### src/rtl/apb_gpio_slave.sv
// APB3 slave front-end for GPIO_register: converts APB transfers into a
// single-cycle register strobe, decodes error responses and re-times the interrupt.
module apb_gpio_slave #(
    parameter logic [31:0] ADDR_LAST = 32'h24,
    parameter int          RD_WAIT   = 1
) (
    input  logic        sys_clk,
    input  logic        sys_rst,
    input  logic        psel,
    input  logic        penable,
    input  logic        pwrite,
    input  logic [31:0] paddr,
    input  logic [31:0] pwdata,
    output logic [31:0] prdata,
    output logic        pready,
    output logic        pslverr,
    output logic        gpio_we,
    output logic [31:0] gpio_addr,
    output logic [31:0] gpio_dat_i,
    input  logic [31:0] gpio_dat_o,
    input  logic        gpio_inta_o,
    output logic        irq_o
);

    typedef enum logic [1:0] {IDLE, WRITE, READ, DONE} state_t;

    state_t      state_q, state_d;
    logic [2:0]  cnt_q, cnt_d;
    logic [31:0] prdata_q, prdata_d;
    logic [31:0] gpio_addr_q, gpio_addr_d;
    logic [31:0] gpio_dat_i_q, gpio_dat_i_d;
    logic        pready_q, pready_d;
    logic        pslverr_q, pslverr_d;
    logic        gpio_we_q, gpio_we_d;
    logic        irq_meta_q, irq_meta_d;
    logic        irq_q, irq_d;

    logic        setup;
    logic        addr_err;

    assign setup    = psel & ~penable;
    // RGPIO_IN at offset 0x00 is read-only, so a write there is an error.
    assign addr_err = (paddr > ADDR_LAST) | (paddr[1:0] != 2'b00) |
                      (pwrite & (paddr == 32'h0));

    always_comb begin
        state_d      = state_q;
        cnt_d        = cnt_q;
        prdata_d     = prdata_q;
        gpio_addr_d  = gpio_addr_q;
        gpio_dat_i_d = gpio_dat_i_q;
        pready_d     = 1'b0;
        pslverr_d    = 1'b0;
        gpio_we_d    = 1'b0;

        case (state_q)
            IDLE: begin
                if (setup) begin
                    gpio_addr_d = paddr;
                    if (pwrite) begin
                        gpio_dat_i_d = pwdata;
                    end
                    if (addr_err) begin
                        state_d   = DONE;
                        pready_d  = 1'b1;
                        pslverr_d = 1'b1;
                        prdata_d  = 32'h0;
                    end else if (pwrite) begin
                        state_d   = WRITE;
                        gpio_we_d = 1'b1;
                        pready_d  = 1'b1;
                    end else begin
                        state_d = READ;
                        cnt_d   = 3'(RD_WAIT);
                    end
                end
            end
            WRITE: begin
                state_d = IDLE;
            end
            READ: begin
                // Abort takes priority so a dropped psel never sees pready.
                if (!psel) begin
                    state_d = IDLE;
                    cnt_d   = 3'd0;
                end else if (cnt_q <= 3'd1) begin
                    state_d  = IDLE;
                    cnt_d    = 3'd0;
                    prdata_d = gpio_dat_o;
                    pready_d = 1'b1;
                end else begin
                    cnt_d = cnt_q - 3'd1;
                end
            end
            DONE: begin
                state_d = IDLE;
            end
            default: begin
                state_d = IDLE;
            end
        endcase
    end

    always_ff @(posedge sys_clk or negedge sys_rst) begin
        if (!sys_rst) begin
            state_q      <= IDLE;
            cnt_q        <= 3'd0;
            prdata_q     <= 32'h0;
            gpio_addr_q  <= 32'h0;
            gpio_dat_i_q <= 32'h0;
            pready_q     <= 1'b0;
            pslverr_q    <= 1'b0;
            gpio_we_q    <= 1'b0;
        end else begin
            state_q      <= state_d;
            cnt_q        <= cnt_d;
            prdata_q     <= prdata_d;
            gpio_addr_q  <= gpio_addr_d;
            gpio_dat_i_q <= gpio_dat_i_d;
            pready_q     <= pready_d;
            pslverr_q    <= pslverr_d;
            gpio_we_q    <= gpio_we_d;
        end
    end

    always_comb begin
        irq_meta_d = gpio_inta_o;
        irq_d      = irq_meta_q;
    end

    always_ff @(posedge sys_clk or negedge sys_rst) begin
        if (!sys_rst) begin
            irq_meta_q <= 1'b0;
            irq_q      <= 1'b0;
        end else begin
            irq_meta_q <= irq_meta_d;
            irq_q      <= irq_d;
        end
    end

    assign prdata     = prdata_q;
    assign pready     = pready_q;
    assign pslverr    = pslverr_q;
    assign gpio_we    = gpio_we_q;
    assign gpio_addr  = gpio_addr_q;
    assign gpio_dat_i = gpio_dat_i_q;
    assign irq_o      = irq_q;

endmodule

### config.mk
export PLATFORM = sky130hd
export DESIGN_NAME = apb_gpio_slave
export DESIGN_NICKNAME = d
export VERILOG_FILES = /design/src/rtl/apb_gpio_slave.sv
export SDC_FILE = /design/constraint.sdc
export NUM_CORES = 1
export LEC_CHECK = 0
export ABC_AREA = 1
export BUFFER_PORTS_ARGS = -buffer_cell sky130_fd_sc_hd__buf_2
export CORE_ASPECT_RATIO = 0.5
export CORE_MARGIN = 2
export CORE_UTILIZATION = 51
export CTS_CLUSTER_SIZE = 24
export DETAILED_ROUTE_END_ITERATION = 8
export PLACE_DENSITY = 0.94
export SYNTH_ARGS = -nofsm -noshare
export SYNTH_HDL_FRONTEND = slang
export SYNTH_SLANG_ARGS = --single-unit
### constraint.sdc
create_clock -name sys_clk -period 2.1 [get_ports sys_clk]
set_input_delay 0.21 -clock sys_clk [delete_from_list [all_inputs] [get_ports sys_clk]]
set_output_delay 0.21 -clock sys_clk [all_outputs]
set_load 0.1 [all_outputs]
# ---- Word level (Yosys, flattened, before mapping)
# Cells that the tools add are included.
# Widths: inputs -> output; s select.
dict set report word_totals {
  ff_bits 106
  input_bits 102
}
dict set report classes {
  n_addsub 1
  n_lt_le_gt_ge 2
  n_eq_ne 10
  mux 29
  bitwise_logic 5
  reduce_logical 10
}
# cell count
set ops {}
lappend ops {{$mux 32} 4}
lappend ops {{$pmux 32 s2} 1}
lappend ops {{$gt 32x6->1 const B} 1}
lappend ops {{$logic_not 32->1} 1}
lappend ops {{$mux 3} 5}
lappend ops {{$ne 2x2->1 const B} 6}
lappend ops {{$mux 1} 11}
lappend ops {{$mux 2} 5}
lappend ops {{$pmux 2 s3} 1}
lappend ops {{$pmux 3 s2} 1}
lappend ops {{$reduce_and 5->1} 1}
lappend ops {{$eq 2x2->1 const B} 2}
lappend ops {{$reduce_and 2->1} 2}
lappend ops {{$reduce_and 4->1} 1}
lappend ops {{$reduce_bool 2->1} 2}
lappend ops {{$le 3x1->1 const B} 1}
lappend ops {{$ne 3x3->1 const B} 1}
lappend ops {{$reduce_and 3->1} 1}
lappend ops {{$sub 3x1->3 const B} 1}
lappend ops {{$and 1x1->1} 2}
lappend ops {{$eq 2x1->1 const B} 1}
lappend ops {{$logic_not 2->1} 1}
lappend ops {{$or 1x1->1} 2}
lappend ops {{$pmux 1 s2} 1}
lappend ops {{other kinds (2)} 2}

# ---- Depth between registers and ports, before layout
# Gate-level depths: netlist of run 1.
dict set report depth {
  depth_word 6
  mapped_depth 11
  ltp_nobuf 10
}

# ---- Worst setup path after synthesis of run 1
# No wires, ideal clock.
dict set report synth_path {
  path_type {reg-to-reg}
  startpoint {register cnt_q[0]}
  endpoint {register prdata_q[0] (netlist: prdata[0])}
  arrival_time_ns 1.391
  required_ns 2.033
  path_slack_ns 0.643
  stages_incl_launch_ff 11
  n_path_buf 1
  period_less_slack_ns 1.457
  path_cell_list {dfrtp_1 > ha_1 > o21bai_1 > nand2_1 > inv_1 > o22ai_1 > inv_2 > nand2_2 > buf_4 > nand2_1 > nand2_1}
}
dict set report synth_via {
  elab_chain_len 3
}
# item line_no
set synth_lines {}
lappend synth_lines {{start, declared} 28} ;# logic [2:0] cnt_q, cnt_d;
lappend synth_lines {{start signal, assigned} 116} ;# cnt_q <= cnt_d;
lappend synth_lines {{$le 3x1->1} 86} ;# end else if (cnt_q <= 3'd1) begin
lappend synth_lines {{$ne 2x2->1 (no source line)} --}
lappend synth_lines {{$reduce_and 5->1 (no source line)} --}
lappend synth_lines {{end signal, assigned} 117} ;# prdata_q <= prdata_d;
lappend synth_lines {{end, declared} 29} ;# logic [31:0] prdata_q, prdata_d;
# Every way passes these cells.
# A chain may end at the register's enable or synchronous reset.

# ---- Worst setup path after layout of run 1
dict set report layout_path {
  startpoint {register cnt_q[1]}
  endpoint {register prdata_q[14] (netlist: prdata[14])}
}
# The elaborated chain is that of the path after synthesis.

==> flow_metrics.tcl, run 1 <==
set metrics [dict create \
    timing.final.crit_period_ns 1.83 \
    postSynthAreaPerCell_um2 9.09 \
    synth.top_cell.area_share 0.586 \
    count_of_nets_left_with_antenna_violations_after_detail_routing 0 \
    grtUsageTotal 0.240 \
    synth_enable_flop_cells 0 \
    post_layout_cell_count 817 \
    power.static_leakage_nw 3.48 \
    cp_max_fo 32 \
    fin_util 0.684 \
    drt_pass1_iterations 5 \
    htree_num_levels 3 \
    post_synth_inst_count 498 \
    post-place-cells 803 \
    drtIter0Drc 234 \
    clock_path_buffers 2 \
    hold-worst-slack_ns 0.0892 \
    synth_cell_types 25 \
    maxSlewHeadroom 0.593 \
    timing.critical_path.to_type "register" \
    horizontal_extent_of_the_die_um 137 \
    post-route-period-util 0.873 \
    io_buffer_count 201 \
    pwr_total_w 0.00726 \
    rows 24 \
    synth.area.top_cells "dfrtp_1 (59%), nand2_1 (15%), mux2_1 (7.2%)" \
    yosysWarnings 0 \
    timing.max_cap.violations 0 \
    synth.ff_latch_count 106 \
    finClkSkew_ns 0.00771 \
    wirelength_um 11200 \
    multiInputGateArea_um2 1560 \
    ctsRootBufferMaster "clkbuf_16" \
    ys_dominant_reg_cell "dfrtp_1" \
    floorplan.io_pins 202 \
    floorplan.initialDensity 0.523 \
    grt_start_max_net_pins 41 \
    synth_seq_area_share 0.586 \
    synth_top_area_cell "dfrtp_1" \
    layout.area.seq_um2 2650 \
    overall_die_area_um2 9690 \
    run_status "finished, final reports clean" \
    peak_supply_drop_mv 0.664 \
    die_height_um 70.6 \
    via_to_cell_ratio 4.86 \
    ys_async_sr_fraction 1.00 \
    final-setup-viol-count 0 \
    final_net_count 803 \
    globalRoute.totalOverflow 0 \
    tritoncts "built" \
    grt_antenna_before_repair 0 \
    cts_inserted_buffers 9 \
    route.detailed.wl_per_inst_um 13.7 \
    synth_nets 602 \
    timing.setup.tns_ns 0 \
    gp_congestion 0.810 \
    cts.repair_timing.setup_buffer_count 0 \
    grt_first_pass_wirelength_um 18100 \
    num_antenna_cells 0 \
    core_region_area_um2 8650 \
    classification_of_the_worst_slack_hold_path "primary input to register" \
    drc 0 \
    setup_repair_after_global_routing_missed_its_margin "no" \
    cts_num_sinks 106 \
    vias_in_the_first_global_route 3966 \
    arrival_ns 2.11 \
    required_time_at_the_worst_slack_endpoint_ns 2.37 \
    hold_viol 0 \
    worstMarginPinSlew_ns 0.609 \
    crit_type "register to register" \
    post_route_cells_drive_above_1_share 0.333 \
    clkTransAtPathRegs_ns 0.07 \
    filler_cell_count 683 \
    power_density_nw_per_um2 1230 \
    vias 3971 \
    maxClockFrequency_mhz 545 \
    hpwl_um 8300 \
    syn_to_final_growth_pct 30.7 \
    crit_start_category "register" \
    final-max-slew-violation-count 0 \
    clock_latency_ns 0.33 \
    post_synth_instance_area_um2 4530 \
]
critical path: stages (launching register included):
cell      delay [ns]
dfrtp_1         0.36
inv_1           0.07
ha_1            0.17
o21bai_1        0.15
nand2_1         0.10
inv_1           0.07
o22ai_1         0.13
inv_2           0.06
nand2_2         0.44
nand2_1         0.12
nand2_1         0.10
sequential cells by signal, indices dropped and copies added, names as in the netlist:
| name | flops |
|---|---|
| gpio_addr | 32 |
| irq_d | 1 |
| cnt_q | 3 |
| pslverr | 1 |
| irq_o | 1 |
| prdata | 32 |
| gpio_we | 1 |
| pready | 1 |
| gpio_dat_i | 32 |
| state_q | 2 |
logic make-up (layout without fill, tap and decap cells):
family	after synthesis	in the layout	share of synthesized area
muxes	32	32	0.0796
and+or+nand+nor	278	278	0.248
adders and majority gates	2	2	0.00553
AOI/OAI and AO/OA	8	8	0.0102
DFF	106	106	0.586
xor gates and xnor gates	1	1	0.00194
buffers and inverters	71	273	0.0683
where the power goes:
group,switching [W],internal (W),total [W],leakage (nW)
combinational,0.00281,0.000464,0.00327,2.01
clock,0.000657,0.000808,0.00146,0.123
sequential,0.000163,0.00236,0.00252,1.35
repair_timing:
item                      CTS  global route
gates resized for setup     0             0
hold endpoints to repair   39             0
hold buffers                2             0
final cells by class:
type | instances | share of cell area
Sequential cell | 106 | 0.448
Multi-Input combinational cell | 321 | 0.264
Timing Repair Buffer | 212 | 0.190
Clock buffer | 11 | 0.0410
Inverter | 49 | 0.0311
Tap cell | 117 | 0.0247
Clock inverter | 1 | 0.000846
Yosys cell counts, types with 2 or more instances:
master / n
nand2_1: 175
dfrtp_1: 106
nor2_1: 59
inv_1: 46
nand3_1: 36
mux2_1: 29
buf_2: 7
clkbuf_1: 7
buf_4: 3
buf_6: 3
inv_2: 3
mux2_2: 3
o21ai_0: 3
a21oi_1: 2
buf_1: 2
ha_1: 2
nand2_2: 2
nor2_4: 2
o21bai_1: 2
final timing paths:
path	depth (start not counted)	from	to	slack [ns]
min in group asynchronous	2	sys_rst	gpio_addr[0]	0.40
worst min register to register	0	irq_d	irq_o	0.36
worst min-delay path	2	pwdata[21]	gpio_dat_i[21]	0.09
worst max register to register	10	cnt_q[1]	prdata[14]	0.27
worst max-delay path	10	cnt_q[1]	prdata[14]	0.27
max in group asynchronous	3	sys_rst	prdata[27]	1.10
per-layer routing:
metal	up-vias	global-route usage	wire length, um
li1	1922	-	-
met1	1890	0.285	4330
met2	130	0.431	6020
met3	29	0.0502	549
met4	0	0.0939	278
met5	-	0	0
stage by stage:
stage | setup slack, ns | cell area, um2
2_1_floorplan | 0.643 | 4530
4_1_cts | 0.253 | 5920
6_report | 0.266 | 5920
5_1_grt | 0.0920 | 5920
3_5_place_dp | 0.266 | 5650
3_3_place_gp | 0.381 | 5650
layout by cell type, fill, tap and decap left out, drive strengths merged:
cell type    count
dlygate4sd3      2
o21bai           2
o22ai            1
nor2            61
clkbuf          11
buf            210
nand4            1
or2              1
a21oi            2
xor2             1
nand2          177
nand3b           1
inv             49
dfrtp          106
o21ai            3
nand3           37
clkinv           1
mux2            32
ha               2
No activity file was read; power rests on OpenSTA's default activity.
==> inputs of run 2 (changes only) <==
==> constraint.sdc (replaced) <==
create_clock -name sys_clk -period 2.4 [get_ports sys_clk]
set_input_delay 0.24 -clock sys_clk [delete_from_list [all_inputs] [get_ports sys_clk]]
set_output_delay 0.24 -clock sys_clk [all_outputs]
set_load 0.1 [all_outputs]
==> run 2 against run 1 <==
Net effect:
- worst hold slack gained 0.021 ns
- non-clock buffer count decreased by 3
- highest routed layer unchanged
- flip-flop and latch count unchanged
- die area did not move
==> flow_metrics.tcl, run 2 (same netlist as run 1, synthesis figures left out) <==
set metrics [dict create \
    worst-r2r-cell-count 9 \
    io_buffer_count 201 \
    arrival_ns 2.23 \
    timing.setup.tns_ns 0 \
    pwr_total_w 0.00642 \
    crit_start_category "register" \
    placed_area_um2 5610 \
    vias 3964 \
    run_status "finished, final reports clean" \
    crit_type "register to register" \
    hold_path_startpoint "pwdata[20]" \
    grtUsageTotal 0.243 \
    grt-busiest-layer "met2" \
    drt_pass1_iterations 4 \
    count_of_nets_left_with_antenna_violations_after_detail_routing 0 \
    cts.repair.resized 0 \
    timing.critical_path.to_type "register" \
    grt_antenna_before_repair 0 \
    rows 24 \
    drc 0 \
    required_time_at_the_worst_slack_endpoint_ns 2.67 \
    htree_num_levels 3 \
    stdcell_area_um2 5900 \
    final_net_count 800 \
    setup.reg_to_reg.worst_slack_ns 0.44 \
    post-route-period-util 0.815 \
    setup_repair_after_global_routing_missed_its_margin "no" \
    grt_use_met2 0.428 \
    groute.layer.met1.usage 0.291 \
    floorplan.io_pins 202 \
    fin_ws_ns 0.443 \
    via_to_cell_ratio 4.85 \
    globalRoute.totalOverflow 0 \
    ctsRootBufferMaster "clkbuf_16" \
    cts_num_sinks 106 \
    critical_path.reg2reg.startpoint "cnt_q[0]" \
    worstMarginPinSlew_ns 0.755 \
    wirelength_um 11400 \
    peak_supply_drop_mv 0.664 \
    horizontal_extent_of_the_die_um 137 \
    final-setup-viol-count 0 \
    tritoncts "built" \
    clock_path_buffers 2 \
    clock_latency_ns 0.34 \
    grt_start_max_net_pins 56 \
    route.detailed.wl_per_inst_um 14.0 \
    final-max-slew-violation-count 0 \
    power.static_leakage_nw 3.47 \
    min_path_cells 2 \
    maxSlewHeadroom 0.495 \
    classification_of_the_worst_slack_hold_path "primary input to register" \
    post_placement_worst_setup_slack_ns 0.488 \
    cts.repair_timing.setup_buffer_count 0 \
    timing.max_cap.violations 0 \
    finClkSkew_ns 0.00835 \
    floorplan.initialDensity 0.523 \
    overall_die_area_um2 9690 \
    syn_to_final_growth_pct 30.4 \
    mostFrequentLayoutCell "buf_2" \
    hpwl_um 7970 \
    post_route_cells_drive_above_1_share 0.330 \
    cts_inserted_buffers 9 \
    vias_in_the_first_global_route 3963 \
    num_antenna_cells 0 \
    timing.final.crit_period_ns 1.96 \
    clkTransAtPathRegs_ns 0.06 \
    gp_congestion 0.828 \
    drtIter0Drc 187 \
    hold_viol 0 \
    die_height_um 70.6 \
    mostFrequentLayoutCells "buf_2 (200), nand2_1 (175), dfrtp_1 (106), nor2_1 (59), inv_1 (46)" \
    cp_max_fo 32 \
    power_density_nw_per_um2 1090 \
    maxClockFrequency_mhz 511 \
    global_route.usage.met3 0.0631 \
    r2r-end "prdata[30]" \
    hold_crit_endpoint "gpio_dat_i[20]" \
    grt_first_pass_wirelength_um 18300 \
    core_region_area_um2 8650 \
]
## run 2: cell count changes in the layout (fill, tap and decap cells not counted)
cell / change
buf_12: -1
buf_4: -2
clkbuf_1: +3
clkinvlp_4: +1
## run 2: metal layers
metal,part of all wire,routed length [um],vias up
met2,0.52,5950,130
met3,0.042,476,28
met1,0.41,4730,1883
met5,0,0,-
met4,0.025,286,0
li1,-,-,1923
## run 2: through the flow
stage | util | hold WS [ns] | std cells
2_1_floorplan | - | -0.0556 | 498
3_3_place_gp | 0.649 | 0.333 | 800
3_5_place_dp | 0.649 | 0.340 | 800
4_1_cts | 0.681 | 0.000203 | 817
5_1_grt | 0.682 | 0.0976 | 818
6_report | 0.682 | 0.111 | 818
## run 2: area by class of cell
type | instances | area [um2]
Sequential cell | 106 | 2650
Fill cell | 668 | 2750
Timing Repair Buffer | 209 | 1090
Inverter | 49 | 184
Clock inverter | 2 | 12.5
Tap cell | 117 | 146
Multi-Input combinational cell | 321 | 1560
Clock buffer | 14 | 254
## run 2: worst max path at each step
stage	start	end	slack [ns]	cells past startpoint
after CTS	cnt_q[0]	prdata[30]	0.46	9
after global placement	cnt_q[1]	prdata[28]	0.60	10
after detailed placement	cnt_q[0]	prdata[30]	0.49	9
after global routing	cnt_q[1]	prdata[2]	0.28	10
final	cnt_q[0]	prdata[30]	0.44	9
after floorplan	cnt_q[0]	prdata[0]	0.94	10
## run 2: what timing repair did
action | CTS | global route
endpoints found under the setup margin | 0 | 0
endpoints found under the hold margin | 53 | 1
hold buffers | 1 | 1
## run 2: worst max-delay path, stage by stage, from the launching register on
cell and delay (ns):
dfrtp_1 0.40, ha_1 0.19, o21bai_1 0.14, nand2_1 0.12, inv_1 0.07, o22ai_1 0.20
inv_2 0.09, nand2_2 0.46, nand2_1 0.11, nand2_1 0.10
## run 2: where the power goes
part / switching [W] / internal (W) / total [W]
sequential: 0.000149 / 0.00206 / 0.00221
clock: 0.000612 / 0.000733 / 0.00134
combinational: 0.00246 / 0.000401 / 0.00286
total: 0.00322 / 0.00320 / 0.00642
